$ cat src/rtl/window_output_aligner_pkg.sv
// rtl/window_output_aligner_pkg.sv - shared defaults and helpers for the window output aligner
package window_output_aligner_pkg;

  localparam int DEFAULT_WORD_SIZE    = 16;
  localparam int DEFAULT_FRAME_WIDTH  = 640;
  localparam int DEFAULT_FRAME_HEIGHT = 480;
  localparam int COORD_WIDTH          = 11;

  // Strobes between a source pixel entering the window and its kernel result on din.
  function automatic int calc_lag(input int frame_width, input int width,
                                  input int height, input int pipe_latency);
    return (height / 2) * frame_width + width / 2 + pipe_latency;
  endfunction

endpackage

$ cat src/rtl/raster_counter.sv
// rtl/raster_counter.sv - raster-order x/y counter with enable, sync clear and end-of-line/frame flags
module raster_counter
  import window_output_aligner_pkg::*;
#(
  parameter int FRAME_WIDTH  = DEFAULT_FRAME_WIDTH,
  parameter int FRAME_HEIGHT = DEFAULT_FRAME_HEIGHT,
  parameter int W            = COORD_WIDTH
) (
  input  logic         clk,
  input  logic         reset_n,
  input  logic         en,
  input  logic         clr,
  output logic [W-1:0] x,
  output logic [W-1:0] y,
  output logic         last_col,
  output logic         last_pixel
);

  localparam logic [W-1:0] X_MAX = W'(FRAME_WIDTH - 1);
  localparam logic [W-1:0] Y_MAX = W'(FRAME_HEIGHT - 1);

  assign last_col   = (x == X_MAX);
  assign last_pixel = last_col && (y == Y_MAX);

  always_ff @(posedge clk or negedge reset_n) begin
    if (!reset_n) begin
      x <= '0;
      y <= '0;
    end else if (clr) begin
      x <= '0;
      y <= '0;
    end else if (en) begin
      if (last_col) begin
        x <= '0;
        y <= (y == Y_MAX) ? '0 : y + W'(1);
      end else begin
        x <= x + W'(1);
      end
    end
  end

endmodule

$ cat src/rtl/window_output_aligner.sv
// rtl/window_output_aligner.sv - re-labels lagged kernel results with frame coordinates,
// substitutes border pixels and drains the window/kernel pipeline at end of frame
module window_output_aligner
  import window_output_aligner_pkg::*;
#(
  parameter int WORD_SIZE    = DEFAULT_WORD_SIZE,
  parameter int FRAME_WIDTH  = DEFAULT_FRAME_WIDTH,
  parameter int FRAME_HEIGHT = DEFAULT_FRAME_HEIGHT,
  parameter int WIDTH        = 3,
  parameter int HEIGHT       = 3,
  parameter int PIPE_LATENCY = 1,
  parameter logic [WORD_SIZE-1:0] BORDER_VALUE = '0
) (
  input  logic                   clk,
  input  logic                   reset_n,
  input  logic                   en,
  input  logic [WORD_SIZE-1:0]   din,
  output logic                   pipe_en,
  output logic [WORD_SIZE-1:0]   dout,
  output logic                   valid,
  output logic [COORD_WIDTH-1:0] x,
  output logic [COORD_WIDTH-1:0] y,
  output logic                   sof,
  output logic                   eof,
  output logic                   overrun
);

  localparam int LAG   = calc_lag(FRAME_WIDTH, WIDTH, HEIGHT, PIPE_LATENCY);
  localparam int N     = FRAME_WIDTH * FRAME_HEIGHT;
  localparam int CNT_W = $clog2(N + 1);

  localparam logic [CNT_W-1:0] LAG_LAST = CNT_W'(LAG - 1);
  localparam logic [CNT_W-1:0] SRC_LAST = CNT_W'(N - 1);

  localparam logic [COORD_WIDTH-1:0] X_LO = COORD_WIDTH'(WIDTH / 2);
  localparam logic [COORD_WIDTH-1:0] X_HI = COORD_WIDTH'(FRAME_WIDTH - WIDTH / 2);
  localparam logic [COORD_WIDTH-1:0] Y_LO = COORD_WIDTH'(HEIGHT / 2);
  localparam logic [COORD_WIDTH-1:0] Y_HI = COORD_WIDTH'(FRAME_HEIGHT - HEIGHT / 2);

  typedef enum logic [1:0] {
    FILL  = 2'd0,
    RUN   = 2'd1,
    FLUSH = 2'd2
  } state_t;

  state_t                   state, state_nxt;
  logic [CNT_W-1:0]         in_cnt, in_cnt_nxt;
  logic                     emit;
  logic                     frame_done;
  logic                     border;
  logic [COORD_WIDTH-1:0]   cx, cy;
  logic                     c_last_col, c_last_pixel;

  raster_counter #(
    .FRAME_WIDTH  (FRAME_WIDTH),
    .FRAME_HEIGHT (FRAME_HEIGHT),
    .W            (COORD_WIDTH)
  ) u_out_cnt (
    .clk        (clk),
    .reset_n    (reset_n),
    .en         (emit),
    .clr        (frame_done),
    .x          (cx),
    .y          (cy),
    .last_col   (c_last_col),
    .last_pixel (c_last_pixel)
  );

  assign border = (cx < X_LO) || (cx >= X_HI) || (cy < Y_LO) || (cy >= Y_HI);

  always_ff @(posedge clk or negedge reset_n) begin
    if (!reset_n) begin
      state  <= FILL;
      in_cnt <= '0;
    end else begin
      state  <= state_nxt;
      in_cnt <= in_cnt_nxt;
    end
  end

  always_comb begin
    state_nxt  = state;
    in_cnt_nxt = in_cnt;
    pipe_en    = 1'b0;
    emit       = 1'b0;
    frame_done = 1'b0;
    case (state)
      FILL: begin
        pipe_en = en;
        if (en) begin
          in_cnt_nxt = in_cnt + CNT_W'(1);
          // LAG == N lets the last source pixel land while still filling
          if (in_cnt == SRC_LAST)      state_nxt = FLUSH;
          else if (in_cnt == LAG_LAST) state_nxt = RUN;
        end
      end
      RUN: begin
        pipe_en = en;
        emit    = en;
        if (en) begin
          in_cnt_nxt = in_cnt + CNT_W'(1);
          if (in_cnt == SRC_LAST) state_nxt = FLUSH;
        end
      end
      FLUSH: begin
        pipe_en = 1'b1;
        emit    = 1'b1;
        if (c_last_pixel) begin
          frame_done = 1'b1;
          in_cnt_nxt = '0;
          state_nxt  = FILL;
        end
      end
      default: state_nxt = FILL;
    endcase
    if (!reset_n) pipe_en = 1'b0;
  end

  always_ff @(posedge clk or negedge reset_n) begin
    if (!reset_n) begin
      dout    <= '0;
      valid   <= 1'b0;
      x       <= '0;
      y       <= '0;
      sof     <= 1'b0;
      eof     <= 1'b0;
      overrun <= 1'b0;
    end else begin
      valid   <= emit;
      sof     <= emit && (cx == '0) && (cy == '0);
      eof     <= emit && c_last_col && c_last_pixel;
      overrun <= (state == FLUSH) && en;
      if (emit) begin
        dout <= border ? BORDER_VALUE : din;
        x    <= cx;
        y    <= cy;
      end
    end
  end

endmodule

$ cat config.mk
export PLATFORM = sky130hd
export DESIGN_NAME = window_output_aligner
export DESIGN_NICKNAME = d
export VERILOG_FILES = /design/src/rtl/window_output_aligner_pkg.sv /design/src/rtl/raster_counter.sv /design/src/rtl/window_output_aligner.sv
export SDC_FILE = /design/constraint.sdc
export NUM_CORES = 1
export LEC_CHECK = 0
export CORE_ASPECT_RATIO = 0.75
export CORE_MARGIN = 4
export CORE_UTILIZATION = 43
export CTS_CLUSTER_DIAMETER = 100
export CTS_CLUSTER_SIZE = 8
export DETAILED_ROUTE_END_ITERATION = 16
export GPL_TIMING_DRIVEN = 0
export PLACE_DENSITY = 0.74
export SETUP_SLACK_MARGIN = 0.1
export SYNTH_ARGS = -nofsm -noshare
export SYNTH_HDL_FRONTEND = slang
export SYNTH_SLANG_ARGS = --single-unit
$ cat constraint.sdc
create_clock -name clk -period 4.5 [get_ports clk]
set_input_delay 0.9 -clock clk [delete_from_list [all_inputs] [get_ports clk]]
set_output_delay 0.9 -clock clk [all_outputs]
set_load 0.02 [all_outputs]
==> reports/results.tsv, run 1 <==
stage	metric	value	unit
layout	insertedDiodeCount	0	
logic_synthesis	syn_area_per_cell	9.75	µm²
layout	final_common_cell	dfrtp_1	
floorplan	die_x	121	µm
route	ant_nets	0	
logic_synthesis	synth_flop_cell	dfrtp_1	
global_route	grt.overflow.total	0	
placed_design	postPlaceCellArea	0.00490	mm²
setup_path	critPathMaxFanout	6	
cts	cts_buffers	9	
route	dr_total_vias	3487	
sta	tightest_slew	0.817	ns
route	avgRoutedWirePerCell	15.5	µm
route	viasPerCell	5.56	
setup_path	timing.rr.start	state[1]	
placed_design	gp_congestion	0.879	
setup_path	end_kind	primary output	
layout	post-route-cell-area	0.00523	mm²
logic_synthesis	synth-xor-area-share	1.92	%
power_and_ir_drop	ir_drop	0.187	mV
logic_synthesis	syn_area	0.00410	mm²
floorplan	initial_core_util	44.8	%
logic_synthesis	synth_warnings	0	
logic_synthesis	synth_edf_count	0	
route	drc_errors	0	
run	max_cap_violations	0	
sta	relSlewSlack	45.1	%
power_and_ir_drop	power	1600	µW
cts	clock-root-buffer	clkbuf_16	
global_route	grt_max_degree	62	
cts	hold_buffers	0	
setup_path	arrival	2.50	ns
cts	ctsResizeCount	0	
global_route	antenna_found_initial	0	
layout	layout_common_cells	dfrtp_1, nand2_1, clkdlybuf4s50_1	
layout	syn2layout_area_growth	27.4	%
setup_path	worst_ep_required_time	3.60	ns
power_and_ir_drop	pwr_density_cell	307	mW/mm²
min_path	min_delay_worst_endpoint	x[10]	
setup_path	r2r-end	dout[14]	
global_route	grtUsageTotal	18.3	%
min_path	min_path_cells	2	
floorplan	core	0.00916	mm²
setup_path	ff2ff_path_depth	9	
sta	fin_ws	1.10	ns
cts	clock-sinks	85	
global_route	first_global_vias	3372	
sta	grt_setup_unrepaired	false	
cts	ctsLongestPathBuffers	2	
floorplan	rows	30	
logic_synthesis	synth_fp_nets	449	
sta	finalSetupViolations	0	
cts	postCtsSetupBuffers	0	
route	drt_iter0_drc	181	
setup_path	reg2reg_slack	1.81	ns
cts	cts_tree	built	
logic_synthesis	synth_top_family_by_area	simple AND/OR/NAND/NOR gates	
layout	drive_gt1_share	7.21	%
status	outcome	finished, final reports clean	
logic_synthesis	synth_compound_area_share	16.4	%
sta	max_freq	0.294	GHz
sta	finalHoldViolCount	0	
logic_synthesis	synth-adder-area-share	2.74	%
floorplan	dieArea	0.0112	mm²
logic_synthesis	synthSimpleGateAreaFrac	23.1	%
global_route	grt_pass1_wl	16500	µm
cts	path_clk_slew	0.05	ns
layout	final_nets	522	
logic_synthesis	synth_seq_cells	85	
placed_design	io_buffers	61	
min_path	hold_class	register to register	
sta	slew_violations	0	
placed_design	post-dp-hpwl	7050	µm
floorplan	ios	62	
logic_synthesis	synth_cells	421	
logic_synthesis	async_flop_share	100	%
route	wirelength	9690	µm
setup_path	crit_path_start_kind	input port	
placed_design	pre_cts_ws	1.02	ns
setup_path	path_class	input port to primary output	
sta	fin_skew	0.00765	ns
route	first_pass_iters	4	
logic_synthesis	synthMuxAreaShare	0.488	%
sta	finalCritPeriodShare	75.5	%
floorplan	fp.dieH	92.6	µm
logic_synthesis	seq_area_frac_synth	51.8	%
min_path	min_from	x[10]	
cts	insertion_delay	0.33	ns
sta	whs	0.471	ns
logic_synthesis	synth_cell_types	49	
sta	finalCriticalPeriod	3.40	ns
power_and_ir_drop	power_leakage	0.00224	µW
layout	fill_cells	844	
cts	htreeDepth	3	
cell type report:
| type | count | area [µm²] | share of cell area, % |
|---|---|---|---|
| Clock inverter | 4 | 70.1 | 1.34 |
| Clock buffer | 12 | 256 | 4.91 |
| Inverter | 15 | 56.3 | 1.08 |
| Timing Repair Buffer | 62 | 636 | 12.2 |
| Multi-Input combinational cell | 302 | 1830 | 35.1 |
| Sequential cell | 85 | 2130 | 40.7 |
| Buffer | 19 | 87.6 | 1.68 |
| Tap cell | 128 | 160 | 3.07 |
critical path, cell delays in order:
cell and delay [ns]:
clkdlybuf4s50_1 0.57, nand2b_1 0.12, nand2_1 0.17, and2_1 0.15, clkdlybuf4s50_1 0.59
cells in the mapped netlist, types with 2 or more instances:
library cell   n  area [µm²]
a21o_1         3        22.5
a21oi_1       22         110
a221o_1        3        30.0
a22o_1        16         140
a31oi_1        4        25.0
and2_1         4        25.0
and3_1         5        31.3
and4_1         6        52.6
buf_2          6        30.0
buf_4          2        15.0
clkbuf_1       9        33.8
dfrtp_1       85        2130
ha_1           9         113
inv_1         14        52.6
mux2i_1        2        20.0
nand2_1       81         304
nand2b_1       3        18.8
nand3_1       14        70.1
nand4_1       13        81.3
nor2_1        13        48.8
nor2b_1        2        12.5
nor3_1         4        20.0
nor4_1        10        62.6
nor4bb_1       3        30.0
o21ai_0       30         150
o311ai_0       2        17.5
o31ai_1       10        75.1
or3_1         12        75.1
or4_1          7        52.6
xnor2_1        5        43.8
xor2_1         4        35.0
layer usage:
layer / global-route usage [%] / share of wire (%) / vias up
met5: 0 / 0 / -
met4: 5.75 / 0.85 / 0
met2: 27.7 / 45 / 118
met3: 4.21 / 7.3 / 6
li1: - / - / 1683
met1: 26.1 / 47 / 1680
state kept, by name, indices dropped and copies added, names as in the netlist:
register,flops
u_out_cnt.x,11
x,11
overrun,1
sof,1
in_cnt,19
eof,1
dout,16
y,11
state,2
valid,1
u_out_cnt.y,11
power breakdown:
group	internal (µW)	total, µW	switching (µW)
clock network	515	800	286
registers	765	765	0.103
logic	17.9	36.9	19.0
total	1300	1600	305
worst max path at each step:
stage                  from  slack [ns]  cells after the start  endpoint
floorplan                en        2.26                      3   pipe_en
global placement    reset_n       -1.57                      3   pipe_en
detailed placement       en        1.02                      8   dout[6]
CTS                      en        1.08                      5   pipe_en
global route             en        1.03                      5   pipe_en
finish                   en        1.10                      5   pipe_en
per-stage QoR:
step                      setup TNS [ns]  std cells  util (%)
after floorplan                        0        421         -
after global placement            -46.25        610      53.2
after detailed placement               0        611      53.5
after CTS                              0        627      57.0
after global routing                   0        627      57.0
final                                  0        627      57.0
cell families after synthesis:
family | after synthesis
muxes | 2
DFF | 85
AOI/OAI and AO/OA | 99
and+or+nand+nor | 183
buffers and inverters | 34
adders and majority gates | 9
xor gates and xnor gates | 9
Power figures use the tool's default switching activity.
==> inputs of run 2 (changes only) <==
==> constraint.sdc (replaced) <==
create_clock -name clk -period 3.4 [get_ports clk]
set_input_delay 0.68 -clock clk [delete_from_list [all_inputs] [get_ports clk]]
set_output_delay 0.68 -clock clk [all_outputs]
set_load 0.02 [all_outputs]
==> results of run 2 <==
The final DEF is identical to that of run 1. Status: finished, final reports clean.
Among the figures that moved: setup slack after placement 1.02 ns -> 0.144 ns; clock-pin slew on the worst setup and hold paths 0.05 ns -> 0.06 ns; setup slack after layout 1.10 ns -> 0.441 ns; hold slack 0.471 ns -> 0.260 ns; register-to-register setup slack 1.81 ns -> 0.71 ns; total power 1600 µW -> 2120 µW; worst IR drop on VDD 0.187 mV -> 0.248 mV
